--- src/rtl/mvm_seq_ctrl_relu.sv ---
// Sequencer for the saturating-MAC ReLU matrix-vector datapath.
// Loads an N-element vector over a valid/ready stream into the datapath
// vector memory, then walks G = M/P row groups: clear, N MAC issues, a
// two-cycle pipeline drain and P output transfers selected through f_sel.
//
// Stream handshakes (both the s_* input and the m_* output side): an element
// transfers on a rising clock edge where valid and ready are both high.
// The producer keeps valid and data stable until that edge; ready may be
// driven without looking at valid. Here s_ready depends only on state, and
// m_valid/m_data/dp_f_sel are held unchanged while m_ready is low.
module mvm_seq_ctrl_relu #(
    parameter int M = 8,
    parameter int N = 8,
    parameter int T = 8,
    parameter int P = 1
) (
    input  logic                                clk,
    input  logic                                reset,
    input  logic                                s_valid,
    output logic                                s_ready,
    input  logic [T-1:0]                        s_data,
    output logic                                m_valid,
    input  logic                                m_ready,
    output logic [T-1:0]                        m_data,
    output logic                                m_last,
    output logic                                busy,
    output logic [T-1:0]                        dp_input_data,
    output logic                                dp_wr_en_x,
    output logic [$clog2(N)-1:0]                dp_addr_x,
    output logic [$clog2(M*N/P)-1:0]            dp_addr_w,
    output logic                                dp_clear_acc,
    output logic                                dp_en_acc,
    output logic [P-1:0]                        dp_f_sel,
    input  logic [T-1:0]                        dp_y,
    output logic [2:0]                          dbg_state_o
);

    localparam int VECTOR_SIZE = $clog2(N);
    localparam int MATRIX_SIZE = $clog2(M * N / P);
    localparam int G           = M / P;
    localparam int OW          = (P > 1) ? $clog2(P) : 1;
    localparam int GW          = (G > 1) ? $clog2(G) : 1;

    // Parameter sanity: the row groups must tile M exactly and the MAC loop
    // needs at least two columns.
    generate
        if (M % P != 0) begin : g_bad_mp
            $error("mvm_seq_ctrl_relu: M must be a multiple of P");
        end
        if (N < 2) begin : g_bad_n
            $error("mvm_seq_ctrl_relu: N must be at least 2");
        end
    endgenerate

    typedef enum logic [2:0] {
        ST_LOAD  = 3'd0,
        ST_CLEAR = 3'd1,
        ST_MAC   = 3'd2,
        ST_DRAIN = 3'd3,
        ST_OUT   = 3'd4
    } state_t;

    state_t                 state_q,   state_d;
    logic [VECTOR_SIZE-1:0] ld_cnt_q,  ld_cnt_d;
    logic [VECTOR_SIZE-1:0] j_q,       j_d;
    logic                   drain_q,   drain_d;
    logic [OW-1:0]          out_cnt_q, out_cnt_d;
    logic [GW-1:0]          group_q,   group_d;
    // en_acc delay line: bit 0 = issued last cycle, bit 1 = issued two ago.
    logic [1:0]             en_pipe_q, en_pipe_d;
    logic                   mac_issue;

    // State register, counters and the en_acc delay line.
    always_ff @(posedge clk) begin
        if (reset) begin
            state_q   <= ST_LOAD;
            ld_cnt_q  <= '0;
            j_q       <= '0;
            drain_q   <= 1'b0;
            out_cnt_q <= '0;
            group_q   <= '0;
            en_pipe_q <= '0;
        end else begin
            state_q   <= state_d;
            ld_cnt_q  <= ld_cnt_d;
            j_q       <= j_d;
            drain_q   <= drain_d;
            out_cnt_q <= out_cnt_d;
            group_q   <= group_d;
            en_pipe_q <= en_pipe_d;
        end
    end

    // Next-state logic and all datapath/stream controls; reset blanks outputs.
    always_comb begin
        state_d       = state_q;
        ld_cnt_d      = ld_cnt_q;
        j_d           = j_q;
        drain_d       = drain_q;
        out_cnt_d     = out_cnt_q;
        group_d       = group_q;
        mac_issue     = 1'b0;

        s_ready       = 1'b0;
        dp_wr_en_x    = 1'b0;
        dp_addr_x     = '0;
        dp_addr_w     = '0;
        dp_clear_acc  = 1'b0;
        m_valid       = 1'b0;
        m_last        = 1'b0;
        dp_f_sel      = '0;

        unique case (state_q)
            ST_LOAD: begin
                s_ready    = 1'b1;
                dp_addr_x  = ld_cnt_q;
                dp_wr_en_x = s_valid;
                if (s_valid) begin
                    if (ld_cnt_q == VECTOR_SIZE'(N - 1)) begin
                        ld_cnt_d = '0;
                        group_d  = '0;
                        state_d  = ST_CLEAR;
                    end else begin
                        ld_cnt_d = ld_cnt_q + 1'b1;
                    end
                end
            end
            ST_CLEAR: begin
                dp_clear_acc = 1'b1;
                j_d          = '0;
                state_d      = ST_MAC;
            end
            ST_MAC: begin
                mac_issue = 1'b1;
                dp_addr_x = j_q;
                dp_addr_w = MATRIX_SIZE'(group_q) * MATRIX_SIZE'(N)
                          + MATRIX_SIZE'(j_q);
                if (j_q == VECTOR_SIZE'(N - 1)) begin
                    j_d     = '0;
                    drain_d = 1'b0;
                    state_d = ST_DRAIN;
                end else begin
                    j_d = j_q + 1'b1;
                end
            end
            ST_DRAIN: begin
                // The last two issued products are still in flight.
                if (drain_q) begin
                    drain_d   = 1'b0;
                    out_cnt_d = '0;
                    state_d   = ST_OUT;
                end else begin
                    drain_d = 1'b1;
                end
            end
            ST_OUT: begin
                m_valid              = 1'b1;
                dp_f_sel[OW-1:0]     = out_cnt_q;
                m_last               = (group_q == GW'(G - 1))
                                    && (out_cnt_q == OW'(P - 1));
                if (m_ready) begin
                    if (out_cnt_q == OW'(P - 1)) begin
                        out_cnt_d = '0;
                        if (group_q == GW'(G - 1)) begin
                            group_d  = '0;
                            ld_cnt_d = '0;
                            state_d  = ST_LOAD;
                        end else begin
                            group_d = group_q + 1'b1;
                            state_d = ST_CLEAR;
                        end
                    end else begin
                        out_cnt_d = out_cnt_q + 1'b1;
                    end
                end
            end
            default: begin
                state_d = ST_LOAD;
            end
        endcase

        en_pipe_d     = {en_pipe_q[0], mac_issue};
        dp_en_acc     = en_pipe_q[1];
        dp_input_data = s_data;
        m_data        = dp_y;
        busy          = (state_q != ST_LOAD) || (ld_cnt_q != '0);
        dbg_state_o   = state_q;

        if (reset) begin
            s_ready       = 1'b0;
            dp_wr_en_x    = 1'b0;
            dp_addr_x     = '0;
            dp_addr_w     = '0;
            dp_clear_acc  = 1'b0;
            dp_en_acc     = 1'b0;
            m_valid       = 1'b0;
            m_last        = 1'b0;
            m_data        = '0;
            dp_f_sel      = '0;
            dp_input_data = '0;
            busy          = 1'b0;
            dbg_state_o   = '0;
        end
    end

endmodule

--- config.mk ---
export PLATFORM = sky130hd
export DESIGN_NAME = mvm_seq_ctrl_relu
export DESIGN_NICKNAME = d
export VERILOG_FILES = /design/src/rtl/mvm_seq_ctrl_relu.sv
export SDC_FILE = /design/constraint.sdc
export NUM_CORES = 1
export LEC_CHECK = 0
export BUFFER_PORTS_ARGS = -buffer_cell sky130_fd_sc_hd__buf_2
export CORE_ASPECT_RATIO = 0.8
export CORE_MARGIN = 4
export CORE_UTILIZATION = 43
export CTS_BUF_LIST = sky130_fd_sc_hd__clkbuf_4 sky130_fd_sc_hd__clkbuf_8
export CTS_CLUSTER_SIZE = 30
export DETAILED_ROUTE_END_ITERATION = 6
export HOLD_SLACK_MARGIN = 0.15
export PLACE_DENSITY = 0.82
export SLEW_MARGIN = 20
export SYNTH_ARGS = -nofsm -noshare
export SYNTH_HDL_FRONTEND = slang
export SYNTH_SLANG_ARGS = --single-unit
--- constraint.sdc ---
create_clock -name clk -period 1.3 [get_ports clk]
set_input_delay 0.13 -clock clk [delete_from_list [all_inputs] [get_ports clk]]
set_output_delay 0.13 -clock clk [all_outputs]
set_load 0.01 [all_outputs]
# Word level (Yosys, flattened, before mapping)
# Index checks and enable logic that the tools add are counted.
totals:
  inputBits: 20
  regBits: 16
  wordCells: 92
  output_inout_bits: 36
op_classes:
  bitwise: 1
  n_reduce_logical: 14
  n_addsub: 5
  eq_ne: 14
  mux: 51
op_table:
  columns: ["operator", "n"]
  rows:
  - ["$mux 3", 19]
  - ["$pmux 3 s2", 4]
  - ["$mux 1", 21]
  - ["$mux 8", 2]
  - ["$pmux 3 s5", 1]
  - ["$ne 2x2->1 const B", 7]
  - ["$eq 3x3->1 const B", 4]
  - ["$mux 6", 2]
  - ["$reduce_and 5->1", 2]
  - ["$add 3x1->3 const B", 3]
  - ["$reduce_bool 2->1", 4]
  - ["$add 6x3->6", 1]
  - ["$eq 3x2->1 const B", 2]
  - ["$reduce_and 6->1", 1]
  - ["$reduce_bool 3->1", 2]
  - ["$pmux 1 s2", 2]
  - ["$eq 3x1->1 const B", 1]
  - ["$logic_not 3->1", 1]
  - ["$reduce_and 3->1", 1]
  - ["$reduce_and 2->1", 1]
  - ["$add 1x1->1 const B", 1]
  - ["$logic_and 1x1->1", 1]
  - ["$logic_or 1x1->1", 1]
  - ["$not 1->1", 1]

# Depth between registers and ports, before layout
logic_depth:
  depth_word: 5
  mapped_depth: 5
  depth_no_buf: 5

# Least setup slack after synthesis
# OpenSTA, ideal clock, no wires.
synth_path:
  path_kind: "reg2reg"
  from: "register ld_cnt_q[0]"
  to: "register state_q[0]"
  period_less_slack_ns: 1.439
  setup_slack_ns: -0.139
  stages_incl_launch_ff: 6
  arrival_time_ns: 1.316
  n_path_buf: 0
  required_ns: 1.177
  setup_ns: 0.123
  cell_sequence: "dfxtp_1 > ha_1 > ha_1 > nand3b_4 > a32oi_2 > mux2_1"
synth_via:
  elab_chain_len: 3
synth_lines:
  columns: ["element", "line_no", "rtl"]
  rows:
  - ["start: declaration", "64", "logic [VECTOR_SIZE-1:0] ld_cnt_q, ld_cnt_d;"]
  - ["start signal: assignment", "85", "ld_cnt_q <= ld_cnt_d;"]
  - ["$eq 3x3->1", "119", "if (ld_cnt_q == VECTOR_SIZE'(N - 1)) begin"]
  - ["$ne 2x2->1 (no source line)", null, null]
  - ["$reduce_and 6->1 (no source line)", null, null]
  - ["end signal: assignment", "84", "state_q <= state_d;"]
  - ["end: declaration", "63", "state_t state_q, state_d;"]
# No other way between the ends.
# A chain may end at the register's enable or synchronous reset.

# Final worst setup path
layout_path:
  from: "register state_q[2]"
  to: "output port dp_addr_x[0]"
layout_via:
  elab_chain_len: 3
  elab_cells_between_ends: 4
  cone_classes: "eq/ne: 1; mux: 2; reduce/logical: 1"
layout_lines:
  columns: ["element", "line_no", "rtl"]
  rows:
  - ["$eq 3x2->1 or $logic_not 3->1 (tied branches)", "113", "unique case (state_q)"]
  - ["$pmux 3 s2 *", "113", null]
  - ["$mux 3 *", "189", "if (reset) begin"]
  - ["end: declaration", "29", "output logic [$clog2(N)-1:0] dp_addr_x,"]
# Mark *: on every way between the ends. The rest lies on a longest branch, timed or not.

==> impl_metrics.prom <==
# TYPE chip_impl_metric gauge
chip_impl_info{name="status",value="finished, violations left"} 1
chip_impl_info{name="violated_checks",value="setup timing"} 1
chip_impl_metric{name="grt_start_max_net_pins",unit=""} 45
chip_impl_metric{name="routability_congestion",unit=""} 0.8102
chip_impl_metric{name="clock_insertion_delay_worst_skew",unit="ps"} 310
chip_impl_metric{name="std_cell_rows",unit=""} 16
chip_impl_metric{name="cp_num_cells",unit=""} 4
chip_impl_info{name="layout_common_cells",value="sky130_fd_sc_hd__buf_2, sky130_fd_sc_hd__nor2b_1, sky130_fd_sc_hd__buf_4, sky130_fd_sc_hd__buf_6, sky130_fd_sc_hd__nand2b_1"} 1
chip_impl_metric{name="layout.nets",unit=""} 249
chip_impl_info{name="setup_crit_end_kind",value="primary output"} 1
chip_impl_metric{name="cts-buffers-inserted",unit=""} 3
chip_impl_metric{name="first_pass_iters",unit=""} 5
chip_impl_metric{name="num_vias",unit=""} 1361
chip_impl_metric{name="routedWlPerCell",unit="um"} 17.30
chip_impl_metric{name="vdd_drop_max",unit="mV"} 0.7655
chip_impl_metric{name="static_power_due_to_leakage",unit="nW"} 0.9897
chip_impl_metric{name="grt_remaining_overflow",unit=""} 0
chip_impl_metric{name="routed_via_density",unit=""} 5.316
chip_impl_metric{name="first_global_vias",unit=""} 1270
chip_impl_metric{name="total_wirelength",unit="um"} 4430
chip_impl_info{name="cts_tree",value="built"} 1
chip_impl_metric{name="initial_cell_density_of_the_core",unit="%"} 46.33
chip_impl_info{name="rsz0062_at_grt",value="yes"} 1
chip_impl_metric{name="final_setup_margin",unit="ps"} -346.2
chip_impl_info{name="worst_r2r_endpoint",value="state_q[0]"} 1
chip_impl_metric{name="cap_viol_max_count",unit=""} 0
chip_impl_info{name="cp_slowest_cell",value="sky130_fd_sc_hd__dfxtp_4"} 1
chip_impl_metric{name="detail_route.iter0.violations",unit=""} 121
chip_impl_metric{name="initial_antenna_violation_count",unit=""} 0
chip_impl_metric{name="drt.antenna.violating_nets",unit=""} 0
chip_impl_metric{name="cp.buffers_inverters",unit=""} 1
chip_impl_metric{name="core_region",unit="sq mm"} 0.002522
chip_impl_metric{name="timing_hold_violations_final",unit=""} 0
chip_impl_info{name="min-delay-path-class",value="in -> reg"} 1
chip_impl_metric{name="cp_max_fo",unit=""} 5
chip_impl_metric{name="maximum_operating_frequency",unit="GHz"} 0.6075
chip_impl_metric{name="timing.final.crit_period",unit="ps"} 1646
chip_impl_metric{name="design.portCount",unit=""} 56
chip_impl_metric{name="flow.area_growth_from_synthesis",unit="%"} 77.30
chip_impl_info{name="crit_end",value="dp_addr_x[0]"} 1
chip_impl_metric{name="final_period_utilization",unit="%"} 126.6
chip_impl_metric{name="cts.reportedPaths.clkPinSlew",unit="ps"} 90
chip_impl_metric{name="slowest_delay",unit="ps"} 380
chip_impl_metric{name="syn-mean-instance-area",unit="sq um"} 8.468
chip_impl_metric{name="die_width",unit="um"} 66.29
chip_impl_metric{name="grtUsageMet2",unit="%"} 39.21
chip_impl_metric{name="share_of_post_route_cells_with_drive_strength_above_1",unit="%"} 63.64
chip_impl_metric{name="placement.setup.worst_slack",unit="ps"} -109.4
chip_impl_metric{name="fin_skew",unit="ps"} 5.055
chip_impl_metric{name="cellPowerDensity",unit="mW/mm^2"} 1376
chip_impl_metric{name="crit_arrival",unit="ps"} 1520
chip_impl_metric{name="synth_area",unit="sq mm"} 0.001169
chip_impl_metric{name="clock_sink_count",unit=""} 15
chip_impl_metric{name="syn_inst",unit=""} 138
chip_impl_metric{name="n_fill_cell",unit=""} 133
chip_impl_info{name="kind_of_cell_adding_the_most_delay_to_the_critical_path",value="simple AND/OR/NAND/NOR gates"} 1
chip_impl_metric{name="setup.reg_to_reg.worst_slack",unit="ps"} -170
chip_impl_info{name="critical_path.cell_chain",value="nor4b_4, and2_1, a21o_1, buf_2"} 1
chip_impl_metric{name="ctsLongestPathBuffers",unit=""} 2
chip_impl_info{name="crit_path_start_kind",value="flop"} 1
chip_impl_metric{name="globalRouteTotalUtil",unit="%"} 21.19
chip_impl_metric{name="port_buffers",unit=""} 54
chip_impl_metric{name="grt_pass1_wl",unit="um"} 5858
chip_impl_metric{name="ff2ff_path_depth",unit=""} 5
chip_impl_metric{name="synth_top_area_share",unit="%"} 25.70
chip_impl_metric{name="crit_required",unit="ps"} 1170
chip_impl_metric{name="global_route_track_usage_on_met1",unit="%"} 24.14
chip_impl_metric{name="n_antenna_cell",unit=""} 0
chip_impl_metric{name="drc",unit=""} 0
chip_impl_info{name="synthTopCellsByArea",value="sky130_fd_sc_hd__dfxtp_1, sky130_fd_sc_hd__nor2b_1, sky130_fd_sc_hd__ha_1, sky130_fd_sc_hd__and2_1, sky130_fd_sc_hd__nand2b_1"} 1
chip_impl_metric{name="dpl-instance-area",unit="sq mm"} 0.001620
chip_impl_metric{name="htreeDepth",unit=""} 1
chip_impl_metric{name="design.die.area",unit="sq mm"} 0.003621
chip_impl_metric{name="post_synth_num_cell_types",unit=""} 37
chip_impl_metric{name="yosysWarningCount",unit=""} 0
chip_impl_info{name="mostFrequentLayoutCell",value="sky130_fd_sc_hd__buf_2"} 1
chip_impl_metric{name="finalNonFillerCells",unit=""} 256
chip_impl_info{name="critPathLaunch",value="state_q[2]"} 1
chip_impl_info{name="ff_to_ff_start",value="state_q[0]"} 1
chip_impl_info{name="yosysTopAreaCell",value="sky130_fd_sc_hd__dfxtp_1"} 1
chip_impl_metric{name="synth-seq-area-share",unit="%"} 25.70
chip_impl_metric{name="postSynthRegisterBits",unit=""} 15
chip_impl_info{name="crit_path_kind",value="reg -> out"} 1
chip_impl_metric{name="place_inst",unit=""} 235
chip_impl_metric{name="chipHeight",unit="um"} 54.63
chip_impl_metric{name="slew_violations",unit=""} 0
chip_impl_metric{name="layout.cell_area.non_filler",unit="sq mm"} 0.002072
chip_impl_metric{name="synthesis.nets",unit=""} 166
chip_impl_metric{name="grtUsageMet3",unit="%"} 4.928
chip_impl_metric{name="dp_hpwl",unit="um"} 2446
chip_impl_info{name="root_buffer_cell",value="sky130_fd_sc_hd__clkbuf_4"} 1
chip_impl_metric{name="timing.final.setup_violations",unit=""} 21
chip_impl_info{name="gr-max-usage-layer",value="met2"} 1
metal layers:
metal	share of wire, %	vias to the layer above
met5	0	-
met2	53	52
met4	2.9	0
met1	38	650
li1	-	645
met3	5.8	14
cells by family after synthesis:
family / Yosys count / synth area share [%]
AOI/OAI and AO/OA: 24 / 13.60
DFF: 15 / 25.70
adders and majority gates: 8 / 8.566
and+or+nand+nor: 72 / 41.76
buffers and inverters: 15 / 7.280
muxes: 3 / 2.784
other: 1 / 0.3209
layout make-up:
cell class,count,area [sq um],share of cell area [%]
Multi-Input combinational cell,108,1023,49.40
Clock buffer,4,30.03,1.449
Timing Repair Buffer,91,646.9,31.22
Sequential cell,15,319.1,15.40
Inverter,2,7.507,0.3623
Tap cell,36,45.04,2.174
power by group:
group / switching [mW] / leakage (nW) / internal [mW] / total (mW)
sequential: 0.0764 / 0.127 / 0.549 / 0.625
clock: 0.172 / 0.0184 / 0.141 / 0.313
combinational: 0.824 / 0.845 / 1.09 / 1.91
total: 1.07 / 0.990 / 1.78 / 2.85
tightest hold or removal path: cells and delay by family:
kind                   cells  cell delay (ps)
AND/OR/NAND/NOR            1              110
buffers and inverters      1              130
AO/OA/AOI/OAI              1               50
flip-flops by register name, indices dropped and copies added (netlist names):
name       count
group_q        3
j_q            3
ld_cnt_q       3
state_q        3
en_pipe_q      2
drain_q        1
synth_stat cells (all sizes together):
library cell / count
o2bb2ai: 1
nand4b: 3
o31ai: 2
nand2: 2
a32oi: 1
o21ai: 9
ha: 8
nor4b: 2
o21a: 1
a21oi: 4
nand3: 2
a21o: 3
mux2: 2
and3: 2
nor2b: 26
nor4: 4
a21boi: 2
a22o: 1
buf: 12
nand3b: 1
dfxtp: 15
inv: 2
nand4: 3
nor3: 6
conb: 1
nor2: 3
mux2i: 1
clkbuf: 1
and2: 10
nor3b: 1
nand2b: 7
through the flow:
| step | total power, mW | hold slack, ps | TNS (ps) | util, % |
|---|---|---|---|---|
| 6_report | 2.851 | 144.2 | -4602 | 82.14 |
| 5_1_grt | 2.990 | 153.9 | -5564 | 82.14 |
| 4_1_cts | 2.143 | 169.6 | -3148 | 71.48 |
| 3_5_place_dp | 1.638 | 439.3 | -380.8 | 64.24 |
| 3_3_place_gp | 1.607 | 424.7 | -218.7 | 64.24 |
| 2_1_floorplan | 1.261 | 284.2 | -104.4 | - |
what timing repair did:
| item | CTS | global route |
|---|---|---|
| buffers inserted | 6 | 11 |
| endpoints found under the setup margin | 26 | 31 |
| hold endpoints to repair | 1 | 0 |
| resized for setup | 27 | 45 |
| hold buffers | 1 | 0 |
| pin swaps | 10 | 16 |
how the worst min path moves through the flow:
| stage | slack, ps | cells past startpoint | from | endpoint |
|---|---|---|---|---|
| floorplan | 280 | 2 | m_ready | group_q[1] |
| global placement | 420 | 1 | en_pipe_q[0] | en_pipe_q[1] |
| detailed placement | 440 | 1 | en_pipe_q[0] | en_pipe_q[1] |
| CTS | 170 | 3 | m_ready | group_q[1] |
| global route | 150 | 3 | m_ready | group_q[1] |
| finish | 140 | 3 | m_ready | group_q[1] |
No activity file was read; power rests on OpenSTA's default activity.
